File: src/rtl/decode_pkg.sv
// Shared definitions for the ID stage: opcodes, instruction field positions,
// the decoded control bundle and the ID/EX register layout.
package decode_pkg;

  localparam logic [5:0] OP_RTYPE = 6'h00;
  localparam logic [5:0] OP_BEQ   = 6'h04;
  localparam logic [5:0] OP_ADDI  = 6'h08;
  localparam logic [5:0] OP_ANDI  = 6'h0C;
  localparam logic [5:0] OP_ORI   = 6'h0D;
  localparam logic [5:0] OP_LW    = 6'h23;
  localparam logic [5:0] OP_SW    = 6'h2B;

  localparam int OPC_HI   = 31;
  localparam int OPC_LO   = 26;
  localparam int RS_HI    = 25;
  localparam int RS_LO    = 21;
  localparam int RT_HI    = 20;
  localparam int RT_LO    = 16;
  localparam int RD_HI    = 15;
  localparam int RD_LO    = 11;
  localparam int IMM_HI   = 15;
  localparam int IMM_LO   = 0;
  localparam int FUNCT_HI = 5;
  localparam int FUNCT_LO = 0;

  typedef enum logic [1:0] {
    DEST_NONE = 2'd0,
    DEST_RT   = 2'd1,
    DEST_RD   = 2'd2
  } dest_sel_e;

  typedef struct packed {
    logic      regwrite;
    logic      memread;
    logic      memwrite;
    logic      branch;
    logic      illegal;
    logic      sign_ext;
    logic      use_rs;
    logic      use_rt;
    dest_sel_e dest_sel;
  } id_ctrl_t;

  typedef struct packed {
    logic        valid;
    logic [31:0] op1;
    logic [31:0] op2;
    logic [31:0] imm;
    logic [4:0]  dest;
    logic        regwrite;
    logic        memread;
    logic        memwrite;
    logic        branch;
    logic        illegal;
    logic [5:0]  funct;
  } idex_t;

  function automatic logic [31:0] ext_imm(input logic [15:0] imm, input logic sext);
    return sext ? {{16{imm[15]}}, imm} : {16'h0000, imm};
  endfunction

endpackage

File: src/rtl/decode_ctrl.sv
// Opcode to control-bundle decoder. R-type and unknown opcodes leave sign_ext
// clear, so their (unused) immediate field is zero-extended.
module decode_ctrl
  import decode_pkg::*;
(
  input  logic [5:0] i_opcode,
  output id_ctrl_t   o_ctrl
);

  always_comb begin
    o_ctrl = '0;
    case (i_opcode)
      OP_RTYPE: begin
        o_ctrl.regwrite = 1'b1;
        o_ctrl.use_rs   = 1'b1;
        o_ctrl.use_rt   = 1'b1;
        o_ctrl.dest_sel = DEST_RD;
      end
      OP_ADDI: begin
        o_ctrl.regwrite = 1'b1;
        o_ctrl.sign_ext = 1'b1;
        o_ctrl.use_rs   = 1'b1;
        o_ctrl.dest_sel = DEST_RT;
      end
      OP_ANDI, OP_ORI: begin
        o_ctrl.regwrite = 1'b1;
        o_ctrl.use_rs   = 1'b1;
        o_ctrl.dest_sel = DEST_RT;
      end
      OP_LW: begin
        o_ctrl.regwrite = 1'b1;
        o_ctrl.memread  = 1'b1;
        o_ctrl.sign_ext = 1'b1;
        o_ctrl.use_rs   = 1'b1;
        o_ctrl.dest_sel = DEST_RT;
      end
      OP_SW: begin
        o_ctrl.memwrite = 1'b1;
        o_ctrl.sign_ext = 1'b1;
        o_ctrl.use_rs   = 1'b1;
        o_ctrl.use_rt   = 1'b1;
      end
      OP_BEQ: begin
        o_ctrl.branch   = 1'b1;
        o_ctrl.sign_ext = 1'b1;
        o_ctrl.use_rs   = 1'b1;
        o_ctrl.use_rt   = 1'b1;
      end
      default: o_ctrl.illegal = 1'b1;
    endcase
  end

endmodule

File: src/rtl/decode_stage.sv
// ID stage: decode, operand select, load-use stall and the ID/EX register.
// Define DECODE_BYPASS_EN to forward writeback data; otherwise a matching writeback stalls one cycle.
module decode_stage
  import decode_pkg::*;
(
  input  logic        clk,
  input  logic        reset,
  input  logic        in_valid,
  input  logic [31:0] in_instr,
  output logic        in_ready,
  output logic [4:0]  readAddr1,
  output logic [4:0]  readAddr2,
  input  logic [31:0] readData1,
  input  logic [31:0] readData2,
  input  logic        wb_en,
  input  logic [4:0]  wb_addr,
  input  logic [31:0] wb_data,
  input  logic        flush,
  input  logic        out_ready,
  output logic        ex_valid,
  output logic [31:0] ex_op1,
  output logic [31:0] ex_op2,
  output logic [31:0] ex_imm,
  output logic [4:0]  ex_dest,
  output logic        ex_regwrite,
  output logic        ex_memread,
  output logic        ex_memwrite,
  output logic        ex_branch,
  output logic        ex_illegal,
  output logic [5:0]  ex_funct
);

  id_ctrl_t    w_ctrl;
  idex_t       r_idex;
  idex_t       w_dec;
  logic [4:0]  w_rs, w_rt, w_rd, w_dest;
  logic [31:0] w_op1, w_op2;
  logic        w_byp1, w_byp2, w_wb_hz, w_lu_hz, w_hazard, w_hold;

  decode_ctrl u_ctrl (
    .i_opcode (in_instr[OPC_HI:OPC_LO]),
    .o_ctrl   (w_ctrl)
  );

  assign w_rs      = in_instr[RS_HI:RS_LO];
  assign w_rt      = in_instr[RT_HI:RT_LO];
  assign w_rd      = in_instr[RD_HI:RD_LO];
  assign readAddr1 = w_rs;
  assign readAddr2 = w_rt;

`ifdef DECODE_BYPASS_EN
  assign w_byp1  = wb_en && (wb_addr == w_rs);
  assign w_byp2  = wb_en && (wb_addr == w_rt);
  assign w_wb_hz = 1'b0;
`else
  // Without forwarding, wait one cycle for the register file to absorb the write.
  assign w_byp1  = 1'b0;
  assign w_byp2  = 1'b0;
  assign w_wb_hz = wb_en && (wb_addr != 5'd0) &&
                   ((w_ctrl.use_rs && (wb_addr == w_rs)) ||
                    (w_ctrl.use_rt && (wb_addr == w_rt)));
`endif

  // $0 wins over any bypass so a writeback to $0 can never leak through.
  assign w_op1 = (w_rs == 5'd0) ? 32'h0 : (w_byp1 ? wb_data : readData1);
  assign w_op2 = (w_rt == 5'd0) ? 32'h0 : (w_byp2 ? wb_data : readData2);

  always_comb begin
    case (w_ctrl.dest_sel)
      DEST_RT: w_dest = w_rt;
      DEST_RD: w_dest = w_rd;
      default: w_dest = 5'd0;
    endcase
  end

  always_comb begin
    w_dec          = '0;
    w_dec.valid    = 1'b1;
    w_dec.op1      = w_op1;
    w_dec.op2      = w_op2;
    w_dec.imm      = ext_imm(in_instr[IMM_HI:IMM_LO], w_ctrl.sign_ext);
    w_dec.dest     = w_dest;
    w_dec.regwrite = w_ctrl.regwrite && (w_dest != 5'd0);
    w_dec.memread  = w_ctrl.memread;
    w_dec.memwrite = w_ctrl.memwrite;
    w_dec.branch   = w_ctrl.branch;
    w_dec.illegal  = w_ctrl.illegal;
    w_dec.funct    = in_instr[FUNCT_HI:FUNCT_LO];
  end

  // Hazard terms ignore in_valid so in_ready never depends on in_valid.
  assign w_lu_hz  = r_idex.valid && r_idex.memread && (r_idex.dest != 5'd0) &&
                    ((w_ctrl.use_rs && (r_idex.dest == w_rs)) ||
                     (w_ctrl.use_rt && (r_idex.dest == w_rt)));
  assign w_hazard = w_lu_hz || w_wb_hz;
  assign w_hold   = !out_ready && r_idex.valid;
  assign in_ready = reset && (flush || !(w_hold || w_hazard));

  always_ff @(posedge clk or negedge reset) begin
    if (!reset)                    r_idex <= '0;
    else if (flush)                r_idex <= '0;
    else if (w_hold)               r_idex <= r_idex;
    else if (w_hazard | !in_valid) r_idex <= '0;
    else                           r_idex <= w_dec;
  end

  assign ex_valid    = r_idex.valid;
  assign ex_op1      = r_idex.op1;
  assign ex_op2      = r_idex.op2;
  assign ex_imm      = r_idex.imm;
  assign ex_dest     = r_idex.dest;
  assign ex_regwrite = r_idex.regwrite;
  assign ex_memread  = r_idex.memread;
  assign ex_memwrite = r_idex.memwrite;
  assign ex_branch   = r_idex.branch;
  assign ex_illegal  = r_idex.illegal;
  assign ex_funct    = r_idex.funct;

endmodule

File: config.mk
export PLATFORM = sky130hd
export DESIGN_NAME = decode_stage
export DESIGN_NICKNAME = d
export VERILOG_FILES = /design/src/rtl/decode_pkg.sv /design/src/rtl/decode_ctrl.sv /design/src/rtl/decode_stage.sv
export SDC_FILE = /design/constraint.sdc
export NUM_CORES = 1
export LEC_CHECK = 0
export ABC_AREA = 0
export CELL_PAD_IN_SITES_DETAIL_PLACEMENT = 0
export CELL_PAD_IN_SITES_GLOBAL_PLACEMENT = 1
export CORE_MARGIN = 2
export CORE_UTILIZATION = 25
export CTS_BUF_LIST = sky130_fd_sc_hd__clkbuf_8 sky130_fd_sc_hd__clkbuf_16
export DETAILED_ROUTE_END_ITERATION = 16
export PLACE_DENSITY = 0.76
export SETUP_SLACK_MARGIN = 0.3
export SLEW_MARGIN = 20
export SYNTH_ARGS = -nofsm -noshare
export SYNTH_HDL_FRONTEND = slang
export SYNTH_SLANG_ARGS = --single-unit
File: constraint.sdc
create_clock -name clk -period 2.6 [get_ports clk]
set_input_delay 0.52 -clock clk [delete_from_list [all_inputs] [get_ports clk]]
set_output_delay 0.52 -clock clk [all_outputs]
set_load 0.05 [all_outputs]
## Word level (Yosys, flattened, before mapping)

Cells that the tools add are included.

- Bits in latches: 0
- Output and inout port bits: 124
- Input port bits: 139
- Memories kept: 0
- Logic and storage cells: 72
- Memory bits (writable): 0
- Register bits after elaboration: 113
- ROM bits: 0

- Muxes and demuxes: 16
- Eq/ne operators: 13
- Bitwise gates (word level): 1
- Add/subtract/negate cells: 0
- Shift operators: 0
- Reduce and logical (&&, ||, !) cells: 31
- $lt $le $gt $ge: 0
- Divide/modulo/power cells: 0
- $mul: 0

Operators by type and width:

| operator | count |
|---|---|
| $mux W113 | 3 |
| $mux W32 | 3 |
| $eq A5 B5 Y1 | 4 |
| $eq A6 B4 Y1 const B | 3 |
| $reduce_bool A5 Y1 | 3 |
| $eq A6 B6 Y1 const B | 2 |
| $logic_and A1 B1 Y1 | 12 |
| $logic_not A5 Y1 | 2 |
| $pmux W5 S2 | 1 |
| $mux W1 | 8 |
| $reduce_or A4 Y1 | 2 |
| $reduce_or A7 Y1 | 1 |
| $eq A6 B3 Y1 const B | 1 |
| $logic_not A6 Y1 | 1 |
| $logic_or A1 B1 Y1 | 5 |
| $reduce_or A5 Y1 | 1 |
| $pmux W2 S2 | 1 |
| $logic_not A1 Y1 | 3 |
| $reduce_or A3 Y1 | 1 |
| $eq A2 B1 Y1 const B | 1 |
| $eq A2 B2 Y1 const B | 1 |
| $ne A2 B2 Y1 const B | 1 |
| $or A1 B1 Y1 | 1 |

## Longest topological paths before layout

Gate-level depths: netlist of the first run.

- Depth after elaboration: 11
- Mapped depth: 13
- Gate-level depth less buffers: 11

## By module

Synthesis of the first run repeated with hierarchy kept, for this count alone.

- Cells, all modules: 525
- Area total of the unflattened synthesis: 4783.3 um^2

By module, submodules not included:

| module | seq. area each (um^2) | cells each | instances | area an instance (um^2) |
|---|---|---|---|---|
| decode_stage | 2302.2 | 496 | 1 | 4604.4 |
| decode_ctrl | 0.0 | 29 | 1 | 178.9 |

## Least setup slack after synthesis of the first run

Ideal clock, no wire load.

- Path type: reg2out
- Start point: register r_idex (netlist bit ex_dest[1])
- End point: output in_ready
- Path buffers: 2
- Data arrival time: 2.583 ns
- Data required time: 2.080 ns
- Slack: -0.503 ns
- Cell stages (with the launch flop): 8
- Cell sequence: dfrtp_1 -> or4_1 -> o211ai_2 -> nor2_1 -> a221o_1 -> buf_6 -> buf_6 -> o31ai_4

- Word-level cells in the longest chain between the ends: 9
- Elaborated cells on any way between the ends: 13
- Classes of those cells: eq/ne (2); reduce/logical (11)

RTL lines:

| what | RTL line | source |
|---|---|---|
| start: declaration | decode_stage.sv:34 | `idex_t r_idex;` |
| start signal: assignment | decode_stage.sv:102 | `else if (w_hold) r_idex <= r_idex;` |
| start signal: assignment | decode_stage.sv:104 | `else r_idex <= w_dec;` |
| $eq A5 B5 Y1, on equally long branches | decode_stage.sv:93, decode_stage.sv:94 |  |
| $logic_and A1 B1 Y1, on equally long branches | decode_stage.sv:93, decode_stage.sv:94 |  |
| $logic_or A1 B1 Y1 | decode_stage.sv:93 | `((w_ctrl.use_rs && (r_idex.dest == w_rs)) \|\|` |
| $logic_and A1 B1 Y1 * | decode_stage.sv:92 | `assign w_lu_hz = r_idex.valid && r_idex.memread && (r_idex.dest != 5'd0) &&` |
| $logic_or A1 B1 Y1 * | decode_stage.sv:95 | `assign w_hazard = w_lu_hz \|\| w_wb_hz;` |
| $logic_or A1 B1 Y1 * | decode_stage.sv:97 | `assign in_ready = reset && (flush \|\| !(w_hold \|\| w_hazard));` |
| $logic_not A1 Y1 * | decode_stage.sv:97 |  |
| $logic_or A1 B1 Y1 * | decode_stage.sv:97 |  |
| $logic_and A1 B1 Y1 * | decode_stage.sv:97 |  |
| end: declaration | decode_stage.sv:10 | `output logic in_ready,` |

Every way passes the cells marked *; elsewhere a longest branch is shown, timed or not.

## Worst setup path in the final report of the first run

- Start point: register r_idex (netlist bit ex_dest[3])
- End point: output in_ready

Same word-level chain as after synthesis.

==> results of run 1 <==
-- sequential cells by signal, indices dropped and copies added (netlist names) --
name and flops:
ex_op1 32, ex_op2 32, ex_imm 17, ex_dest 5, ex_branch 1, ex_illegal 1
ex_memread 1, ex_memwrite 1, ex_regwrite 1, ex_valid 1
-- layer usage --
layer	track usage	share of wire
met1	0.222	0.45
met2	0.264	0.48
met3	0.0287	0.048
met4	0.0626	0.020
met5	0	0
-- worst paths after layout --
kind                       startpoint    endpoint
setup / recovery           ex_dest[3]    in_ready
hold / removal                  reset  ex_memread
setup reg to reg           ex_dest[3]   ex_branch
hold reg to reg            ex_op1[17]  ex_op1[17]
max in group asynchronous       reset   ex_op2[2]
min in group clk           ex_op1[17]  ex_op1[17]
-- metrics by stage --
step	area [µm²]	setup WS, ns	hold slack, ns	util	instances
floorplan	4790	-0.305	0.224	-	533
global placement	7540	-0.446	0.393	0.404	976
detailed placement	7540	-0.443	0.394	0.404	976
CTS	7860	-0.361	0.00595	0.422	998
global route	8410	-0.339	0.0185	0.451	1012
finish	8410	-0.266	0.0123	0.451	1013
-- placed cells by master, fill, tap and decap left out, drive strengths merged --
cell type,n
nand3b,1
clkbuf,19
dlygate4sd2,21
nor2,15
nand4,64
nor2b,2
a31oi,1
o21ai,87
o211ai,2
a22o,1
ha,2
and3b,1
a211o,1
nand2,100
buf,84
and2,1
or4,2
o22ai,1
diode,1
clkinv,2
clkdlybuf4s50,193
a221o,1
dfrtp,92
xnor2,12
o31ai,6
nand2b,3
nor3,8
inv,7
nor4,3
a22oi,7
clkinvlp,2
xor2,9
nand3,24
a21oi,1
a21bo,1
and4b,1
nand4bb,1
-- synth_stat cells, types with 2 or more instances --
cell type	n	area [µm²]
nand4_1	64	400
or4_1	2	15.0
nor4_1	3	18.8
buf_6	2	22.5
xnor2_1	12	105
o21ai_1	6	30.0
clkbuf_1	31	116
o31ai_1	2	15.0
nor2_1	15	56.3
a22oi_1	7	52.6
xor2_1	9	78.8
buf_4	33	248
nor2b_1	2	12.5
nand2b_1	3	18.8
nor3_1	8	40.0
o31ai_4	2	42.5
nand3_1	24	120
o31ai_2	2	25.0
clkbuf_2	5	25.0
o21ai_0	81	405
buf_2	7	35.0
ha_1	2	25.0
dfrtp_1	92	2300
nand2_1	100	375
inv_1	4	15.0
-- cells by family (layout without fill, tap and decap cells) --
| group | Yosys count | after routing | synth area share |
|---|---|---|---|
| compound gates | 109 | 109 | 0.137 |
| xor+xnor | 21 | 21 | 0.0389 |
| fa+ha+maj | 2 | 2 | 0.00530 |
| buf+inv | 83 | 328 | 0.0985 |
| flops | 92 | 92 | 0.487 |
| other cells | 0 | 1 | 0 |
| simple gates | 226 | 226 | 0.233 |
-- cell type report --
cell class,instances,area [µm²],area share
tap,234,293,0.0348
antenna,1,2.50,0.000298
timing repair buffer,308,3230,0.384
clock buffer,9,225,0.0268
clock inverter,7,60.1,0.00714
inverter,4,15.0,0.00179
sequential,92,2310,0.274
multi-input combinational,358,2280,0.271
-- where the power goes --
group | switching (µW) | internal, µW
Combinational | 516 | 394
Clock | 643 | 667
Sequential | 33.9 | 1490
-- repair_timing --
| item | in CTS | in global routing |
|---|---|---|
| gates cloned | 0 | 13 |
| pin swaps | 17 | 10 |
| hold buffers | 0 | 0 |
| hold endpoints to repair | 0 | 0 |
| buffers inserted | 6 | 1 |
| endpoints found under the setup margin | 108 | 63 |
| resized for setup | 47 | 139 |
==> metrics.md, run 1 <==
| Metric | Value |
|---|---|
| Synth Flop Type | `dfrtp_1` |
| Drt initial violations | `roughly 230` |
| Reg clk slew, reported paths | `0.07 ns` |
| Initial Utilization | `0.253` |
| DR WL/cell | `18.5 µm` |
| Slowest library cell on the worst path | `or4_4` |
| # setup viols final | `1` |
| Element type at the critical path end | `output port` |
| Failing checks | `negative setup slack` |
| I/O pin cnt | `263` |
| Final wirelength | `around 19000 µm` |
| Pwr/cell area | `445 mW/mm²` |
| Worst-Margin Slew | `~0.57 ns` |
| Yosys cell types | `40` |
| Detail Route Antenna Nets | `0` |
| Fin crit period | `2.87 ns` |
| Total Power | `3740 µW` |
| Chip height | `141 µm` |
| Initial antenna violation count | `0` |
| CTS tree | `built` |
| RSZ-0062 raised after global routing | `true` |
| Critical path depth | `6` |
| Post-synth EDFFs | `0` |
| # rows | `50` |
| GRT Overall Usage | `0.164` |
| Residual DRC | `0` |
| # clock sinks | `92` |
| Grt total ovfl | `0` |
| Count of final hold-check violations | `0` |
| Worst VDD drop | `0.282 mV` |
| Worst-path maximum fanout | `2` |
| I/O Buffers | `230` |
| Clock Skew | `0.0113 ns` |
| Layout Nets | `914` |
| Period Utilization, post-route | `1.10` |
| Crit path kind | `reg2out` |
| Max-slew violations | `0` |
| Worst hold path class | `in2async` |
| Asr flop ratio synth | `1.00` |
| Crit path cell chain | `or4_4 > o211ai_2 > nor2_1 > a221o_2 > o31ai_4 > buf_12` |
| Outcome | `finished, violations left` |
| Total CTS buffers | `9` |
| CP bufs+invs | `1` |
| Number of synthesized register bits | `92` |
| CTS H-tree lvls | `3` |
| Pre-antenna DRT Iters | `4` |
| Setup slack, reg-to-reg | `0.23 ns` |
| Placeable Area | `0.0186 mm²` |
| Vias in the first global route | `4717` |
| CTS Root Cell | `clkbuf_16` |
| DR vias | `just under 5000` |
| RePlAce Congestion | `just under 0.9` |
| Synth Warn # | `0` |
| Syn Std Cell Area | `0.00472 mm²` |
| Max Buffers Root-to-Sink | `2` |
| Share of cells above drive strength 1 | `0.240` |
| First-pass GRT wire length | `roughly 26000 µm` |
| Syn Nets | `674` |
| Mapped Cells | `533` |
| CP required | `2.08 ns` |
| Final worst slack | `-0.266 ns` |
| R2R depth | `8` |
| CP delay by family, top | `compound AO/OA/AOI/OAI gates` |
| Routed vias/inst | `between 4 and 5` |
| Max Cap Violations | `0` |
| Die footprint | `roughly 0.020 mm²` |
| Setup crit start kind | `flop` |
| Leakage power | `0.00348 µW` |
| Worst skew pair latency | `between 0.3 and 0.4 ns` |
| Setup TNS | `-0.266 ns` |
| Area Overhead vs Synth | `78.0%` |
| Register area share after synthesis | `0.487` |
| Mean area per synthesized cell | `around 8.9 µm²` |
| CP max stage delay | `0.54 ns` |
| Crit path DAT | `2.35 ns` |
| Filler cells | `1819` |
| Fmax | `349 MHz` |
| Dpl hpwl | `11300 µm` |
| Largest net degree at the start of global routing | `70` |
| DIE WIDTH | `141 µm` |
| Relative slew slack | `0.618` |
No activity file was read; power rests on OpenSTA's default activity.
==> inputs of run 2 (changes only) <==
--- a/config.mk
+++ b/config.mk
@@ -14,6 +14,7 @@
 export DETAILED_ROUTE_END_ITERATION = 16
 export PLACE_DENSITY = 0.76
 export SETUP_SLACK_MARGIN = 0.3
+export SKIP_LAST_GASP = 1
 export SLEW_MARGIN = 20
 export SYNTH_ARGS = -nofsm -noshare
 export SYNTH_HDL_FRONTEND = slang
==> run 2 against run 1 <==
Against the previous run: the run still ends with negative setup slack left; critical path depth did not move; wire length grew 0.50%; fmax about the same; worst hold slack better by 0.0017 ns; via count shrank 0.45%; critical path type unchanged; largest cell class unchanged; clock skew rose by 0.00078 ns; highest routed layer unchanged; combinational power decreased by 0.5%.
==> metrics.md, run 2 (synthesis gave the netlist of run 1 again) <==
| Metric | Value |
|---|---|
| Outcome | `finished, violations left` |
| Failing checks | `negative setup slack` |
| # clock sinks | `92` |
| CTS tree | `built` |
| DP Area | `0.00754 mm²` |
| Most frequent cells in the layout | `clkdlybuf4s50_1, nand2_1, dfrtp_1, nand4_1, buf_4` |
| Die footprint | `0.0200 mm²` |
| P_int | `2550 µW` |
| DR WL/cell | `approximately 19 µm` |
| Combinational Power Share | `0.242` |
| Period Utilization, post-route | `1.10` |
| First-pass GRT wire length | `26100 µm` |
| Max Buffers Root-to-Sink | `2` |
| Worst-path maximum fanout | `2` |
| Multi-input logic area | `0.00223 mm²` |
| Clk pwr share | `0.352` |
| Initial antenna violation count | `0` |
| I/O Buffers | `230` |
| Pre-antenna DRT Iters | `4` |
| Grt total ovfl | `0` |
| Routed vias/inst | `4.86` |
| Initial Utilization | `0.253` |
| Final wirelength | `about 19000 µm` |
| DRT met1 WL | `8580 µm` |
| Crit path DAT | `approximately 2.4 ns` |
| Layout Nets | `914` |
| Worst VDD drop | `0.281 mV` |
| DIE WIDTH | `141 µm` |
| Met3 WL | `~870 µm` |
| CTS H-tree lvls | `3` |
| Worst skew pair latency | `roughly 0.36 ns` |
| Dpl hpwl | `11300 µm` |
| Worst hold path class | `in2async` |
| Sw Ratio | `0.320` |
| I/O pin cnt | `263` |
| Setup slack, reg-to-reg | `0.23 ns` |
| Area Overhead vs Synth | `77.0%` |
| Drt initial violations | `approximately 250` |
| DR vias | `4919` |
| Setup crit start kind | `flop` |
| Share of cells above drive strength 1 | `0.225` |
| Relative slew slack | `0.612` |
| Met2 wire length | `9070 µm` |
| Leakage power | `about 0.0034 µW` |
| Sw Pwr | `approximately 1200 µW` |
| # setup viols final | `1` |
| Total CTS buffers | `9` |
| Highest Signal Layer | `met4` |
| Largest net degree at the start of global routing | `70` |
| Fmax | `349 MHz` |
| Detail Route Antenna Nets | `0` |
| Clock Skew | `about 0.012 ns` |
| CTS Root Cell | `clkbuf_16` |
| Placeable Area | `between 0.015 and 0.02 mm²` |
| Final worst slack | `-0.267 ns` |
| Vias in the first global route | `4717` |
| GRT Overall Usage | `0.164` |
| DP Cell Count | `976` |
| Max Cap Violations | `0` |
| Pwr/cell area | `448 mW/mm²` |
| Final hold slack | `0.0140 ns` |
| Chip height | `about 140 µm` |
| Count of final hold-check violations | `0` |
| Total Power | `3740 µW` |
| Reg clk slew, reported paths | `0.07 ns` |
| Sequential Area | `0.00231 mm²` |
| Max-slew violations | `0` |
| Element type at the critical path end | `output port` |
| Seq pwr share | `0.407` |
| CP required | `2.08 ns` |
| RSZ-0062 raised after global routing | `true` |
| Fin area | `0.00836 mm²` |
| Filler cells | `roughly 1800` |
| Crit path kind | `reg2out` |
| Residual DRC | `0` |
| Fin cells | `1013` |
| # rows | `50` |
| RePlAce Congestion | `between 0.8 and 0.9` |
| Worst-Margin Slew | `just under 0.6 ns` |
| Fin crit period | `2.87 ns` |
| Commonest non-fill, non-tap cell in the layout | `clkdlybuf4s50_1` |
## run 2: changes by cell type in the layout (fill, tap and decap cells not counted)
cell	change
buf_8	-1
buf_6	+1
o21ai_0	+23
o21ai_1	-11
o21ai_2	-12
## run 2: cell type report
type / instances / share of cell area
Timing Repair Buffer: 308 / 0.386
Clock inverter: 7 / 0.00718
Sequential cell: 92 / 0.276
Antenna cell: 1 / 0.000299
Multi-Input combinational cell: 358 / 0.267
Inverter: 4 / 0.00180
Tap cell: 234 / 0.0350
Clock buffer: 9 / 0.0269
## run 2: through the flow
| stage | setup TNS [ns] | util | setup slack (ns) |
|---|---|---|---|
| floorplan | -0.305 | - | -0.305 |
| CTS | -0.361 | 0.422 | -0.361 |
| global route | -0.339 | 0.448 | -0.339 |
| finish | -0.267 | 0.448 | -0.267 |
| global placement | -14.17 | 0.404 | -0.446 |
| detailed placement | -17.49 | 0.404 | -0.443 |
## run 2: repair_timing
| item | in CTS | in global routing |
|---|---|---|
| setup buffers | 6 | 1 |
| hold buffers | 0 | 0 |
| gates cloned | 0 | 13 |
| pin swaps | 17 | 10 |
| setup endpoints to repair | 108 | 63 |
| resized for setup | 47 | 103 |
## run 2: path summary, 6_finish.rpt
kind                            start         end  cells past startpoint
setup / recovery           ex_dest[3]    in_ready                      6
hold / removal                  reset  ex_memread                      1
setup reg to reg           ex_dest[3]   ex_branch                      8
hold reg to reg            ex_imm[12]  ex_imm[12]                      2
max in group asynchronous       reset   ex_op2[2]                      3
min in group clk           ex_imm[12]  ex_imm[12]                      2
## run 2: power groups by stage
stage,Clock (µW),Sequential (µW),Combinational (µW)
2_1_floorplan,0,1760,220
3_3_place_gp,0,1550,886
3_5_place_dp,0,1550,887
4_1_cts,1340,1520,889
5_1_grt,1410,1530,954
6_report,1320,1520,905
## run 2: critical path, stage by stage (launching register included)
cell and delay, ns:
dfrtp_2 0.40, or4_4 0.54, o211ai_2 0.18, nor2_1 0.07
a221o_2 0.40, o31ai_4 0.22, buf_12 0.17
## run 2: metal layers
| metal | up-vias | global-route usage |
|---|---|---|
| met5 | - | 0 |
| met4 | 0 | 0.0626 |
| met3 | 21 | 0.0287 |
| met2 | 145 | 0.264 |
| met1 | 2415 | 0.222 |
| li1 | 2338 | - |
